<file path="config.mk">
export PLATFORM = sky130hd
export DESIGN_NAME = btn_conditioner_flat
export DESIGN_NICKNAME = d
export VERILOG_FILES = /design/src/rtl/btn_conditioner_if.sv /design/src/rtl/btn_conditioner.sv /design/src/flat_wrapper.sv
export SDC_FILE = /design/constraint.sdc
export NUM_CORES = 1
export LEC_CHECK = 0
export ABC_AREA = 1
export BUFFER_PORTS_ARGS = -buffer_cell sky130_fd_sc_hd__clkbuf_2
export CORE_UTILIZATION = 60
export DETAILED_ROUTE_END_ITERATION = 10
export PLACE_DENSITY_LB_ADDON = 0.1
export SLEW_MARGIN = 20
export SYNTH_ARGS = -nofsm -noshare
export SYNTH_HDL_FRONTEND = slang
export SYNTH_SLANG_ARGS = --single-unit
export TNS_END_PERCENT = 10
</file>
<file path="constraint.sdc">
create_clock -name clk -period 8.3 [get_ports clk]
set_input_delay 0.415 -clock clk [delete_from_list [all_inputs] [get_ports clk]]
set_output_delay 0.415 -clock clk [all_outputs]
set_load 0.05 [all_outputs]
</file>
<file path="src/rtl/btn_conditioner_if.sv">
// Button bundle between the pins, the conditioner and the button-state consumers.
// master: the conditioner (takes raw pins, drives clean state); slave: pin driver / consumer side.
interface btn_conditioner_if #(
  parameter int unsigned NUM_BTN = 4
);
  logic [NUM_BTN-1:0] btn_in;
  logic [NUM_BTN-1:0] btn_level;
  logic [NUM_BTN-1:0] btn_press;
  logic [NUM_BTN-1:0] btn_release;
  logic [NUM_BTN-1:0] btn_repeat;

  modport master (
    input  btn_in,
    output btn_level, btn_press, btn_release, btn_repeat
  );

  modport slave (
    output btn_in,
    input  btn_level, btn_press, btn_release, btn_repeat
  );
endinterface

</file>
<file path="src/rtl/btn_conditioner.sv">
// Per-button synchroniser, counter debounce, press/release pulses and auto-repeat.
// Define BTN_REPEAT_EN to build the auto-repeat FSMs; otherwise btn_repeat is tied low.
module btn_conditioner #(
  parameter int unsigned NUM_BTN         = 4,
  parameter int unsigned DEBOUNCE_CYCLES = 1000000,
  parameter int unsigned REPEAT_DELAY    = 30000000,
  parameter int unsigned REPEAT_RATE     = 10000000,
  parameter int unsigned CNT_W           = 32
) (
  input  logic          clk,
  input  logic          rst,
  btn_conditioner_if.master btn
);

  localparam int unsigned MAX_CYC_A = (DEBOUNCE_CYCLES > REPEAT_DELAY) ? DEBOUNCE_CYCLES : REPEAT_DELAY;
  localparam int unsigned MAX_CYC   = (MAX_CYC_A > REPEAT_RATE) ? MAX_CYC_A : REPEAT_RATE;

  // Reject parameter sets the counters cannot represent.
  generate
    if (DEBOUNCE_CYCLES < 2 || REPEAT_DELAY < 2 || REPEAT_RATE < 2 ||
        (CNT_W < 32 && 64'(MAX_CYC) >= (64'd1 << CNT_W))) begin : g_bad_params
      $error("btn_conditioner: illegal cycle-count parameters for CNT_W");
    end
  endgenerate

`ifdef BTN_REPEAT_EN
  typedef enum logic [1:0] {
    RPT_IDLE   = 2'd0,
    RPT_DELAY  = 2'd1,
    RPT_REPEAT = 2'd2
  } rpt_state_e;
`endif

  logic [NUM_BTN-1:0] sync1;
  logic [NUM_BTN-1:0] sync2;

  always_ff @(posedge clk or posedge rst) begin
    if (rst) begin
      sync1 <= '0;
      sync2 <= '0;
    end else begin
      sync1 <= btn.btn_in;
      sync2 <= sync1;
    end
  end

  for (genvar i = 0; i < NUM_BTN; i++) begin : g_ch
    logic             stable_q;
    logic             press_q;
    logic             release_q;
    logic [CNT_W-1:0] db_cnt_q;
    logic             flip_c;
    logic             press_c;
    logic             release_c;

    // Stable value flips once the synchronised input has disagreed long enough.
    assign flip_c    = (sync2[i] != stable_q) && (db_cnt_q == CNT_W'(DEBOUNCE_CYCLES - 1));
    assign press_c   = flip_c &  sync2[i];
    assign release_c = flip_c & ~sync2[i];

    always_ff @(posedge clk or posedge rst) begin
      if (rst) begin
        stable_q  <= 1'b0;
        press_q   <= 1'b0;
        release_q <= 1'b0;
        db_cnt_q  <= '0;
      end else begin
        press_q   <= press_c;
        release_q <= release_c;
        if (sync2[i] == stable_q) begin
          db_cnt_q <= '0;
        end else if (flip_c) begin
          stable_q <= sync2[i];
          db_cnt_q <= '0;
        end else begin
          db_cnt_q <= db_cnt_q + CNT_W'(1);
        end
      end
    end

    assign btn.btn_level[i]   = stable_q;
    assign btn.btn_press[i]   = press_q;
    assign btn.btn_release[i] = release_q;

`ifdef BTN_REPEAT_EN
    rpt_state_e       state_q;
    rpt_state_e       state_d;
    logic [CNT_W-1:0] rpt_cnt_q;
    logic [CNT_W-1:0] rpt_cnt_d;
    logic             repeat_q;
    logic             repeat_d;

    always_ff @(posedge clk or posedge rst) begin
      if (rst) begin
        state_q   <= RPT_IDLE;
        rpt_cnt_q <= '0;
        repeat_q  <= 1'b0;
      end else begin
        state_q   <= state_d;
        rpt_cnt_q <= rpt_cnt_d;
        repeat_q  <= repeat_d;
      end
    end

    // Starts on the press edge; a release on any edge wins over a due repeat pulse.
    always_comb begin
      state_d   = state_q;
      rpt_cnt_d = rpt_cnt_q;
      repeat_d  = 1'b0;
      case (state_q)
        RPT_IDLE: begin
          if (press_c) begin
            state_d   = RPT_DELAY;
            rpt_cnt_d = CNT_W'(1);
          end
        end
        RPT_DELAY: begin
          if (release_c) begin
            state_d   = RPT_IDLE;
            rpt_cnt_d = '0;
          end else if (rpt_cnt_q == CNT_W'(REPEAT_DELAY)) begin
            state_d   = RPT_REPEAT;
            rpt_cnt_d = CNT_W'(1);
            repeat_d  = 1'b1;
          end else begin
            rpt_cnt_d = rpt_cnt_q + CNT_W'(1);
          end
        end
        RPT_REPEAT: begin
          if (release_c) begin
            state_d   = RPT_IDLE;
            rpt_cnt_d = '0;
          end else if (rpt_cnt_q == CNT_W'(REPEAT_RATE)) begin
            rpt_cnt_d = CNT_W'(1);
            repeat_d  = 1'b1;
          end else begin
            rpt_cnt_d = rpt_cnt_q + CNT_W'(1);
          end
        end
        default: begin
          state_d   = RPT_IDLE;
          rpt_cnt_d = '0;
        end
      endcase
    end

    assign btn.btn_repeat[i] = repeat_q;
`else
    assign btn.btn_repeat[i] = 1'b0;
`endif
  end

endmodule

</file>
<file path="src/flat_wrapper.sv">
// flat-port wrapper written by rule: the top's interface ports become plain ports
module btn_conditioner_flat 
#(
  parameter int unsigned NUM_BTN         = 4,
  parameter int unsigned DEBOUNCE_CYCLES = 1000000,
  parameter int unsigned REPEAT_DELAY    = 30000000,
  parameter int unsigned REPEAT_RATE     = 10000000,
  parameter int unsigned CNT_W           = 32
)
  (clk, rst, btn_btn_in, btn_btn_level, btn_btn_press, btn_btn_release, btn_btn_repeat);
  btn_conditioner_if #(.NUM_BTN(NUM_BTN)) btn_i ();
  input  logic clk;
  input  logic rst;
  input wire logic [$bits(btn_i.btn_in)-1:0] btn_btn_in;
  output wire logic [$bits(btn_i.btn_level)-1:0] btn_btn_level;
  output wire logic [$bits(btn_i.btn_press)-1:0] btn_btn_press;
  output wire logic [$bits(btn_i.btn_release)-1:0] btn_btn_release;
  output wire logic [$bits(btn_i.btn_repeat)-1:0] btn_btn_repeat;
  assign btn_i.btn_in = btn_btn_in;
  assign btn_btn_level = btn_i.btn_level;
  assign btn_btn_press = btn_i.btn_press;
  assign btn_btn_release = btn_i.btn_release;
  assign btn_btn_repeat = btn_i.btn_repeat;
  btn_conditioner #(.NUM_BTN(NUM_BTN), .DEBOUNCE_CYCLES(DEBOUNCE_CYCLES), .REPEAT_DELAY(REPEAT_DELAY), .REPEAT_RATE(REPEAT_RATE), .CNT_W(CNT_W)) u_core (.clk(clk), .rst(rst), .btn(btn_i));
endmodule
</file>
==> load_flow_metrics.sql <==
INSERT INTO impl_metrics (metric_group, metric, value, unit) VALUES
('setup_path', 'cp.arrival', '2.23', 'ns'),
('global_routing', 'global_route.usage.total', '0.275', ''),
('hold_path', 'hold_path_end', 'u_core.sync1[0]', ''),
('drt', 'drt-wirelength-per-cell', '12.9', 'um'),
('yosys', 'dominant_combinational_cell_family_by_area_after_synthesis', 'simple AND/OR/NAND/NOR gates', ''),
('setup_path', 'critical_path.cell_chain', 'inv_1 -> nand2_1 -> nand2_1 -> inv_1 -> o21ai_2 -> nor2_1', ''),
('sta', 'totalNegativeSetupSlack', '0', 'ns'),
('setup_path', 'setup.worst_path.end_class', 'flop', ''),
('die', 'floorplan.core_area', '0.0151', 'sq mm'),
('die', 'die_ar', '0.0159', 'sq mm'),
('clock_network', 'post_cts.resized_instances', '0', ''),
('setup_path', 'worstSetupPathType', 'reg -> reg', ''),
('setup_path', 'rr_startpoint', 'u_core.sync2[0]', ''),
('setup_path', 'worst_setup_slack_for_register_to_register_paths', '6.37', 'ns'),
('run', 'max-cap-violations', '0', ''),
('clock_network', 'cts_post_setup_buffers_inserted', '0', ''),
('final_layout', 'fin_area', '0.0100', 'sq mm'),
('setup_path', 'rr_endpoint', 'u_core.g_ch[0].db_cnt_q[16]', ''),
('clock_network', 'cts_inserted_buffers', '17', ''),
('pwr', 'static_leakage_power', '4.51', 'nW'),
('yosys', 'yosys.area_share.xor_xnor', '0.0417', ''),
('hold_path', 'holdPathStages', '1', ''),
('yosys', 'synth-seq-area-share', '0.400', ''),
('global_routing', 'grt_max_degree', '88', ''),
('final_layout', 'regArea', '0.00370', 'sq mm'),
('global_routing', 'antenna_found_initial', '0', ''),
('final_layout', 'drive_above_1_share', '0.0861', ''),
('pwr', 'max-vdd-ir-drop', '0.000151', 'V'),
('global_routing', 'first_global_vias', '7731', ''),
('sta', 'finalSetupViolations', '0', ''),
('setup_path', 'cp.required', '8.60', 'ns'),
('setup_path', 'critical-path-slowest-cell', 'sky130_fd_sc_hd__nand2_1', ''),
('hold_path', 'min_from', 'btn_btn_in[0]', ''),
('setup_path', 'critPathMaxFanout', '23', ''),
('sta', 'final_hold_viol_count', '0', ''),
('yosys', 'synth-adder-area-share', '0.00541', ''),
('yosys', 'mux_cell_area_share_after_synthesis', '0', ''),
('hold_path', 'hold_class', 'in -> reg', ''),
('sta', 'post-route-period-util', '0.233', ''),
('clock_network', 'clk-insertion-delay-late', '0.42', 'ns'),
('drt', 'vias_per_cell', '5.14', ''),
('clock_network', 'cts_max_path_buffers', '2', ''),
('yosys', 'yosys_most_used_dff', 'sky130_fd_sc_hd__dfrtp_1', ''),
('drt', 'drt_pass1_iterations', '6', ''),
('drt', 'drc', '0', ''),
('yosys', 'yosysUniqueCellTypes', '31', ''),
('placed_design', 'gp_congestion', '0.911', ''),
('sta', 'hold_ws', '0.103', 'ns'),
('pwr', 'power.density', '156', 'mW/mm^2'),
('die', 'num_rows', '45', ''),
('sta', 'finalCriticalPeriod', '1.93', 'ns'),
('clock_network', 'cts_root_buffer', 'sky130_fd_sc_hd__clkbuf_16', ''),
('placed_design', 'placement.cell_area', '0.00944', 'sq mm'),
('clock_network', 'clock_sinks', '148', ''),
('yosys', 'synthesis.area_per_instance', '6.71', 'sq um'),
('sta', 'setup_repair_after_global_routing_missed_its_margin', 'false', ''),
('global_routing', 'wire_length_of_the_first_global_routing_pass', '35.1', 'mm'),
('placed_design', 'place.detailed.hpwl', '15.0', 'mm'),
('final_layout', 'layout-area-overhead-vs-synth', '8.40', '%'),
('yosys', 'netlist_area', '0.00925', 'sq mm'),
('yosys', 'post_synth_and_or_nand_nor_area_fraction', '0.444', ''),
('drt', 'dr_total_vias', '8188', ''),
('setup_path', 'slowest_delay', '0.65', 'ns'),
('run_status', 'outcome', 'complete, no violations', ''),
('sta', 'max_freq', '517', 'MHz'),
('yosys', 'synth_register_bits', '148', ''),
('global_routing', 'grt_overflow_total', '0', ''),
('sta', 'fin_skew', '0.00700', 'ns'),
('clock_network', 'clk_pin_slew', '0.06', 'ns'),
('die', 'die_w', '126', 'um'),
('clock_network', 'cts_tree', 'built', '');
[Yosys cell counts (all sizes together) (3+ instances only)]
master | n | area, sq um
a21oi | 15 | 75.1
buf | 21 | 143
clkbuf | 4 | 15.0
dfrtp | 148 | 3700
ha | 4 | 50.1
inv | 177 | 664
nand2 | 456 | 1780
nand3 | 103 | 526
nand3b | 5 | 37.5
nand4 | 13 | 81.3
nor2 | 364 | 1620
nor3 | 4 | 20.0
nor3b | 3 | 22.5
o21a | 4 | 30.0
o21ai | 4 | 31.3
o21bai | 5 | 37.5
or2 | 3 | 18.8
xnor2 | 19 | 166
xor2 | 25 | 219
[metrics by stage]
| step | util | instances | worst slack (ns) |
|---|---|---|---|
| after CTS | 0.662 | 1593 | 6.37 |
| after floorplan | - | 1382 | 3.91 |
| after global routing | 0.662 | 1593 | 6.21 |
| after detailed placement | 0.623 | 1563 | 6.32 |
| after global placement | 0.623 | 1563 | 6.35 |
| final | 0.662 | 1593 | 6.37 |
[layer usage]
metal | up-vias | GRT usage | part of all wire
met1 | 3796 | 0.357 | 0.47
met3 | 31 | 0.0518 | 0.035
met2 | 165 | 0.470 | 0.48
li1 | 4196 | - | -
met4 | 0 | 0.0737 | 0.014
met5 | - | 0 | 0
[logic make-up (layout without fill, tap and decap cells)]
family          Yosys count  count (layout)
compound gates           28              28
xor+xnor                 44              44
simple gates            952             952
fa+ha+maj                 4               4
flops                   148             148
other cells               1               4
buf+inv                 202             225
[worst max path at each step]
stage / cells past startpoint / start / slack (ns) / to
floorplan: 1 / rst / 3.91 / u_core.g_ch[0].db_cnt_q[0]
global placement: 3 / rst / 6.35 / u_core.g_ch[3].db_cnt_q[12]
detailed placement: 3 / rst / 6.32 / u_core.g_ch[3].db_cnt_q[11]
CTS: 6 / u_core.g_ch[1].stable_q / 6.37 / u_core.g_ch[1].db_cnt_q[18]
global route: 6 / u_core.sync2[1] / 6.21 / u_core.g_ch[1].db_cnt_q[18]
finish: 6 / u_core.sync2[0] / 6.37 / u_core.g_ch[0].db_cnt_q[16]
[cells in the final DEF, fill, tap and decap left out, drive strengths merged]
cell type	Yosys	layout
a21oi	15	15
and2	1	1
buf	21	1
bufinv	0	3
clkbuf	4	38
clkinv	0	5
clkinvlp	0	1
conb	1	4
dfrtp	148	148
ha	4	4
inv	177	177
nand2	456	456
nand3	103	103
nand3b	5	5
nand4	13	13
nor2	364	364
nor3	4	4
nor3b	3	3
o21a	4	4
o21ai	4	4
o21bai	5	5
or2	3	3
xnor2	19	19
xor2	25	25
[cell type report]
| type | instances | area share |
|---|---|---|
| clock buffer | 21 | 0.0459 |
| tap | 188 | 0.0235 |
| multi-input combinational | 1032 | 0.472 |
| clock inverter | 9 | 0.0130 |
| inverter | 177 | 0.0668 |
| sequential | 148 | 0.369 |
| timing repair buffer | 18 | 0.00923 |
[power breakdown]
| part | internal, mW | leakage, nW | switching (mW) | total [mW] |
|---|---|---|---|---|
| Combinational | 0.00790 | 2.18 | 0.0385 | 0.0464 |
| Sequential | 0.728 | 2.04 | 0.00613 | 0.734 |
| Clock | 0.485 | 0.289 | 0.302 | 0.787 |
| Total | 1.22 | 4.51 | 0.346 | 1.57 |
[worst max-delay path, delay by kind of cell, from the launching register on]
family                 cells  cell delay [ns]
buffers and inverters      2             0.44
AND/OR/NAND/NOR            3             0.77
flip-flops                 1             0.41
AO/OA/AOI/OAI              1             0.20
[registers in the layout, summed over array words and instances, names as in the netlist]
name,cells
u_core.g_ch.press_q,4
u_core.g_ch.db_cnt_q,128
u_core.g_ch.release_q,4
u_core.sync2,4
u_core.g_ch.stable_q,4
u_core.sync1,4
(Power assumes the default switching activity.)
